$ cat config.mk
export PLATFORM = sky130hd
export DESIGN_NAME = udp_tx_fifo_reader
export DESIGN_NICKNAME = d
export VERILOG_FILES = /design/src/rtl/udp_tx_fifo_reader.sv
export SDC_FILE = /design/constraint.sdc
export NUM_CORES = 1
export LEC_CHECK = 0
export BUFFER_PORTS_ARGS = -buffer_cell sky130_fd_sc_hd__buf_2
export CAP_MARGIN = 20
export CORE_MARGIN = 2
export CORE_UTILIZATION = 30
export CTS_BUF_LIST = sky130_fd_sc_hd__clkbuf_4
export DETAILED_ROUTE_END_ITERATION = 8
export GPL_TIMING_DRIVEN = 1
export SLEW_MARGIN = 20
export SYNTH_ARGS = -nofsm -noshare
export SYNTH_HDL_FRONTEND = slang
export SYNTH_SLANG_ARGS = --single-unit
$ cat constraint.sdc
create_clock -name rd_clk -period 1.9 [get_ports rd_clk]
set_input_delay 0.38 -clock rd_clk [delete_from_list [all_inputs] [get_ports rd_clk]]
set_output_delay 0.38 -clock rd_clk [all_outputs]
set_load 0.02 [all_outputs]
$ cat src/rtl/udp_tx_fifo_reader.sv
// UDP TX read-side packetizer: waits for a packet's worth of FIFO data,
// requests a send slot, then streams one fixed-length payload.
module udp_tx_fifo_reader #(
  parameter int DATA_WIDTH = 32,
  parameter int ADDR_WIDTH = 10,
  parameter int PKT_WORDS  = 256,
  parameter int GAP_CYC    = 4
) (
  input  logic                  rd_clk,
  input  logic                  rd_rst_n,
  input  logic [DATA_WIDTH-1:0] fifo_rd_data,
  input  logic                  fifo_empty,
  input  logic [ADDR_WIDTH:0]   fifo_rd_water_level,
  output logic                  fifo_rd_en,
  output logic                  tx_req,
  input  logic                  tx_ack,
  output logic [15:0]           tx_len,
  output logic [DATA_WIDTH-1:0] tx_data,
  output logic                  tx_valid,
  output logic                  tx_last,
  input  logic                  tx_ready,
  output logic [15:0]           pkt_cnt,
  output logic                  busy
);

  localparam int PW = $clog2(PKT_WORDS + 1);
  localparam logic [ADDR_WIDTH:0] PKT_LVL = (ADDR_WIDTH + 1)'(PKT_WORDS);
  localparam logic [PW-1:0] POP_LD = PW'(PKT_WORDS);
  localparam logic [7:0] GAP_LD = 8'(GAP_CYC);
  localparam logic [15:0] TX_LEN = 16'(PKT_WORDS * (DATA_WIDTH / 8));

  typedef enum logic [1:0] {
    S_IDLE,
    S_REQ,
    S_SEND,
    S_GAP
  } state_e;

  state_e                state_q, state_d;
  logic                  lvl_ok_q, lvl_ok_d;
  logic [PW-1:0]         pop_left_q, pop_left_d;
  logic [7:0]            gap_q, gap_d;
  logic [DATA_WIDTH-1:0] data_q, data_d;
  logic                  valid_q, valid_d;
  logic                  last_q, last_d;
  logic [15:0]           cnt_q, cnt_d;
  logic                  pop;
  logic                  eop;

  always_ff @(posedge rd_clk or negedge rd_rst_n) begin
    if (!rd_rst_n) begin
      state_q    <= S_IDLE;
      lvl_ok_q   <= 1'b0;
      pop_left_q <= '0;
      gap_q      <= '0;
      data_q     <= '0;
      valid_q    <= 1'b0;
      last_q     <= 1'b0;
      cnt_q      <= '0;
    end else begin
      state_q    <= state_d;
      lvl_ok_q   <= lvl_ok_d;
      pop_left_q <= pop_left_d;
      gap_q      <= gap_d;
      data_q     <= data_d;
      valid_q    <= valid_d;
      last_q     <= last_d;
      cnt_q      <= cnt_d;
    end
  end

  always_comb begin
    state_d    = state_q;
    pop_left_d = pop_left_q;
    gap_d      = gap_q;
    data_d     = data_q;
    valid_d    = valid_q;
    last_d     = last_q;
    cnt_d      = cnt_q;
    lvl_ok_d   = fifo_rd_water_level >= PKT_LVL;

    // Pop only when the output slot is free or being drained this cycle.
    pop = (state_q == S_SEND) && (pop_left_q != '0)
        && !fifo_empty && (!valid_q || tx_ready);
    eop = valid_q && tx_ready && last_q;

    if (pop) begin
      data_d     = fifo_rd_data;
      valid_d    = 1'b1;
      pop_left_d = pop_left_q - PW'(1);
      last_d     = (pop_left_q == PW'(1));
    end else if (tx_ready) begin
      valid_d = 1'b0;
    end

    if (eop) begin
      last_d = 1'b0;
      cnt_d  = cnt_q + 16'd1;
    end

    unique case (state_q)
      S_IDLE: begin
        if (lvl_ok_q) state_d = S_REQ;
      end
      S_REQ: begin
        if (tx_ack) begin
          state_d    = S_SEND;
          pop_left_d = POP_LD;
        end
      end
      S_SEND: begin
        if (eop) begin
          state_d = (GAP_CYC == 0) ? S_IDLE : S_GAP;
          gap_d   = GAP_LD;
        end
      end
      S_GAP: begin
        if (gap_q <= 8'd1) state_d = S_IDLE;
        else gap_d = gap_q - 8'd1;
      end
      default: state_d = S_IDLE;
    endcase
  end

  assign fifo_rd_en = pop;
  assign tx_req     = (state_q == S_REQ);
  assign tx_len     = TX_LEN;
  assign tx_data    = data_q;
  assign tx_valid   = valid_q;
  assign tx_last    = last_q;
  assign pkt_cnt    = cnt_q;
  assign busy       = (state_q != S_IDLE);

endmodule

# Word level (Yosys, flattened, before mapping)
# Index checks and enable logic that the tools add are counted.
totals:
  reg_bits: 70
  in_bits: 48
  out_inout_bits: 69
  elab_cells: 53
op_classes:
  add_sub_neg: 3
  n_lt_le_gt_ge: 2
  eq_ne: 9
  n_mux: 15
  reduce_logical: 16
ops:
  columns: ["op", "count"]
  rows:
  - ["$mux W9", 3]
  - ["$add A16 B1 Y16 const B", 1]
  - ["$mux W8", 2]
  - ["$pmux W8 S2", 1]
  - ["$ge A11 B9 Y1 const B", 1]
  - ["$eq A9 B1 Y1 const B", 1]
  - ["$reduce_bool A9 Y1", 1]
  - ["$sub A9 B1 Y9 const B", 1]
  - ["$le A8 B1 Y1 const B", 1]
  - ["$mux W2", 4]
  - ["$ne A2 B2 Y1 const B", 4]
  - ["$pmux W2 S4", 1]
  - ["$reduce_bool A2 Y1", 4]
  - ["$sub A8 B1 Y8 const B", 1]
  - ["$logic_and A1 B1 Y1", 5]
  - ["$eq A2 B2 Y1 const B", 2]
  - ["$mux W1", 4]
  - ["$reduce_and A4 Y1", 1]
  - ["$reduce_and A3 Y1", 1]
  - ["$eq A2 B1 Y1 const B", 1]
  - ["$logic_not A1 Y1", 2]
  - ["$logic_not A2 Y1", 1]
  - ["$ne A2 B1 Y1 const B", 1]
  - ["$logic_or A1 B1 Y1", 1]

# Longest topological paths before layout
depth:
  ltp_word: 7
  ltp_mapped: 8
  depth_no_buf: 6

# Least setup slack after synthesis
# Ideal clock, no wire load.
synth_path:
  kind: "reg2reg"
  startpoint: "register state_q[0]"
  endpoint: "register data_q[10] (netlist: tx_data[10])"
  setup_time_ns: 0.125
  arrival_time_ns: 1.914
  path_slack_ns: -0.139
  stages_incl_launch_ff: 9
  path_buffers: 2
  path_cell_list: "dfrtp_1 > inv_1 > ha_1 > inv_1 > a311o_2 > nor2_2 > buf_6 > buf_6 > mux2_4"
synth_via:
  elab_chain_cells: 4
synth_lines:
  columns: ["item", "line", "text"]
  rows:
  - ["from (decl)", "39", "state_e state_q, state_d;"]
  - ["from (signal assigned)", "61", "state_q <= state_d;"]
  - ["$eq A2 B2 Y1", "83", "pop = (state_q == S_SEND) && (pop_left_q != '0)"]
  - ["$logic_and A1 B1 Y1", "83", null]
  - ["$logic_and A1 B1 Y1 (2 in series)", "84", "&& !fifo_empty && (!valid_q || tx_ready);"]
  - ["named net fifo_rd_en", "14", "output logic fifo_rd_en,"]
  - ["to (signal assigned)", "65", "data_q <= data_d;"]
  - ["to (decl)", "43", "logic [DATA_WIDTH-1:0] data_q, data_d;"]
# The timed path passes the listed nets, and every way through them passes these cells.
# A chain may end at the register's enable or synchronous reset.

# Worst setup path after layout
layout_path:
  startpoint: "register pop_left_q[1]"
  endpoint: "output port fifo_rd_en"
layout_via:
  elab_chain_cells: 4
layout_lines:
  columns: ["item", "line", "text"]
  rows:
  - ["from (decl)", "41", "logic [PW-1:0] pop_left_q, pop_left_d;"]
  - ["from (signal assigned)", "63", "pop_left_q <= pop_left_d;"]
  - ["$reduce_bool A9 Y1", "83", null]
  - ["$logic_and A1 B1 Y1", "83", null]
  - ["$logic_and A1 B1 Y1 (2 in series)", "84", null]
  - ["to (decl)", "14", null]
# Every way passes these cells.

==> out/results.tsv <==
stage	metric	value	unit
outcome	result of the run	finished, violations left	
outcome	violated checks	setup timing	
route	First-pass DRT Iterations	4	
placed_design	placed wire-length estimate	5750	um
yosys	Syn Inst Count	306	
route	number of violations reported at the end of detailed-routing iteration 0	132	
sta	Final Cycle Share	110	%
cells_and_area	non-filler instance count after layout	581	
grt	total routing usage reported by global routing	12.8	%
grt	initial antenna violation count	0	
run	maximum capacitance violations	0	
clocking	Clock Tree Root	clkbuf_4	
route	average detailed-routed wire length per instance	13.4	um
worst_setup_path	CP Class	reg2out	
floorplanning	overall die area	12500	um2
worst_setup_path	kind of start point of the critical path	flip-flop	
sta	RSZ-0062 raised after global routing	true	
grt	largest net degree at the start of global routing	33	
power	peak supply drop	0.000598	V
clocking	clock tree from TritonCTS	done	
power	post-layout total power	6.78	mW
placed_design	routability cong.	0.788	
worst_setup_path	kind of end point of the critical path	output port	
cells_and_area	Nets	490	
yosys	number of storage elements in the synthesis netlist	70	
sta	relative max-transition margin	59.4	%
cells_and_area	post-synthesis to final-layout area growth	29.8	%
cells_and_area	Diodes inserted	0	
route	detailed-routed wire length on met3	382	um
sta	number of setup violations in the final report	33	
placed_design	I/O Buffers	92	
worst_setup_path	Worst EP arrival	1.71	ns
power	power per cell area	1500	nW/um2
grt	via count of the first global-routing pass	2805	
clocking	count of H-tree levels built during CTS	3	
clocking	clock-pin slew on the worst setup and hold paths	0.11	ns
cells_and_area	fillers	1125	
yosys	area share of the largest cell type after synthesis	50.2	%
sta	min cycle time layout	2.09	ns
yosys	Mapped Area	3490	um2
worst_setup_path	crit-path max FO	3	
yosys	sequential-to-total area share from yosys stat	50.2	%
yosys	Post-synth EDFFs	0	
yosys	cell taking the most area after synthesis	dfrtp_1	
floorplanning	row cnt	39	
route	highest metal used	met4	
sta	final number of max-transition violations	0	
sta	count of endpoints failing hold in the final timing report	0	
route	sum of routed wire segments on met1	3280	um
cells_and_area	proportion of layout cells with a drive suffix above 1	45.9	%
sta	minimum setup slack in the final design	-0.190	ns
sta	minimum hold slack	0.155	ns
worst_setup_path	register-to-register path setup slack	-0.06	ns
clocking	clk buf depth	2	
yosys	number of warning messages in the yosys log	0	
worst_setup_path	master of the slowest instance on the critical path	a311o_2	
grt	final global-route overflow total	0	
sta	achievable clock frequency	478	MHz
floorplanning	Die Width	112	um
route	number of nets with antenna violations after routing	0	
floorplanning	die height	112	um
worst_setup_path	Worst Path Required	1.52	ns
floorplanning	initial standard-cell utilization of the core	30.7	%
clocking	total clock buffers created by CTS	9	
power	Leak Pwr	2.21	nW
route	detailed-routed wire length on met2	3970	um
route	vias per cell	4.73	
floorplanning	core region area	11400	um2
worst_setup_path	chain of cells forming the critical path	inv_1, ha_2, a311o_2, nor2_4, buf_6	
clocking	source-to-sink clock delay at the later pin of the worst-skew pair	0.40	ns
yosys	dominant register cell in the synthesized netlist	dfrtp_1	
floorplanning	number of ports placed on the die boundary	117	
sta	clock skew	0.00516	ns
placed_design	number of placed instances, taps included	555	
yosys	top cells by area, synth	dfrtp_1 (50%), mux2_2 (6.1%), mux2_4 (6.0%), buf_4 (3.7%), ha_1 (3.2%)	
yosys	number of library cell types mapped by synthesis	49	
route	Residual DRC	0	
grt	first-pass GRT wire length	12900	um
worst_setup_path	crit path buf inv count	2	
clocking	number of clock sinks seen by CTS	70	
yosys	fraction of registers with async set/reset	100	%
yosys	Mean Syn Cell Area	11.4	um2
worst_setup_path	crit-path max cell delay	0.39	ns
hold_path	hold crit path type	in2reg	
sta	slew of the pin with the lowest slew margin	0.610	ns
route	routed vias	2747	
route	total detailed-routing wirelength	7760	um
worst_setup_path	kind of cell with the highest combined delay on the critical path	compound AO/OA/AOI/OAI gates	
==> synth_stat cells (3+ instances only) <==
cell type / instances
and3_1: 6
xnor2_1: 12
or2_2: 3
nor4_1: 5
ha_1: 9
mux2_4: 14
nor2_1: 19
a21oi_1: 9
dfrtp_1: 70
mux2_2: 19
nor3_1: 6
o21ai_0: 10
a31o_2: 3
xor2_1: 3
nand2_1: 19
buf_4: 17
a31oi_1: 4
mux2i_1: 4
nand4_1: 3
inv_1: 12
nand3_1: 16
nand2b_1: 4
or3_1: 5
==> final timing paths <==
path / to / cells after the start / startpoint
min in group asynchronous: lvl_ok_q$_DFF_PN0_ / 2 / rd_rst_n
worst max-delay path: fifo_rd_en / 5 / pop_left_q[1]$_DFF_PN0_
worst min-delay path: lvl_ok_q$_DFF_PN0_ / 2 / fifo_rd_water_level[10]
worst min register to register: pkt_cnt[15]$_DFFE_PN0P_ / 1 / pkt_cnt[15]$_DFFE_PN0P_
worst max register to register: tx_data[26]$_DFFE_PN0P_ / 7 / pop_left_q[1]$_DFF_PN0_
max in group asynchronous: tx_data[18]$_DFFE_PN0P_ / 3 / rd_rst_n
==> stage by stage <==
stage	TNS [ns]	utilization (%)	worst slack (ns)	cell area, um2
final	-1.50	39.9	-0.190	4530
after global routing	-4.58	39.9	-0.319	4530
after CTS	-0.248	38.5	-0.243	4380
after detailed placement	-0.264	37.3	-0.0277	4240
after global placement	-0.0264	37.3	-0.00328	4240
after floorplan	-0.690	-	-0.0510	3560
==> cell type report <==
type / count / area, um2 / area share [%]
inverter: 12 / 50.0 / 1.10
multi-input combinational: 214 / 1640 / 36.3
tap: 143 / 179 / 3.95
clock buffer: 14 / 105 / 2.32
sequential: 70 / 1750 / 38.7
timing repair buffer: 126 / 792 / 17.5
clock inverter: 2 / 8.76 / 0.193
==> state kept, by name, indices dropped and copies added (netlist names) <==
signal / cells
tx_data: 32
pkt_cnt: 16
state_q: 2
lvl_ok_q: 1
pop_left_q: 9
gap_q: 8
tx_valid: 1
tx_last: 1
==> routing by layer <==
metal,track usage (%),up-vias
li1,-,1313
met1,15.0,1354
met2,22.1,68
met3,3.86,12
met4,4.53,0
met5,0,-
==> logic make-up after synthesis <==
kind of cell	share of synthesized area, %
adder cells (fa/ha/maj)	3.23
buffers and inverters	6.49
XOR/XNOR	3.76
AND/OR/NAND/NOR	14.8
flip-flops	50.2
other	0.215
multiplexers	13.3
AO/OA/AOI/OAI	7.99
==> timing repair <==
action                                  CTS  global route
gates cloned                              0             2
gates resized for setup                   3            22
pin swaps                                 3             5
setup buffers                             0             7
endpoints found under the setup margin   29            42
endpoints found under the hold margin    22             0
hold buffers                              1             0
==> placed cells by master (no fill, tap or decap), drive strengths merged, types with 10 or more instances in the layout <==
cell type  Yosys  final
o21ai         10     10
mux2          33     33
inv           12     12
xnor2         12     12
dfrtp         70     70
clkbuf         2     15
buf           22    124
conb           2     16
nand2         19     19
nor2          20     20
nand3         16     16
==> power by group <==
part | switching (mW) | internal [mW] | leakage, nW
sequential | 0.401 | 2.04 | 0.875
clock | 0.496 | 0.339 | 0.0699
combinational | 1.83 | 1.68 | 1.27
Note: power is estimated with default switching activity, not from simulation.
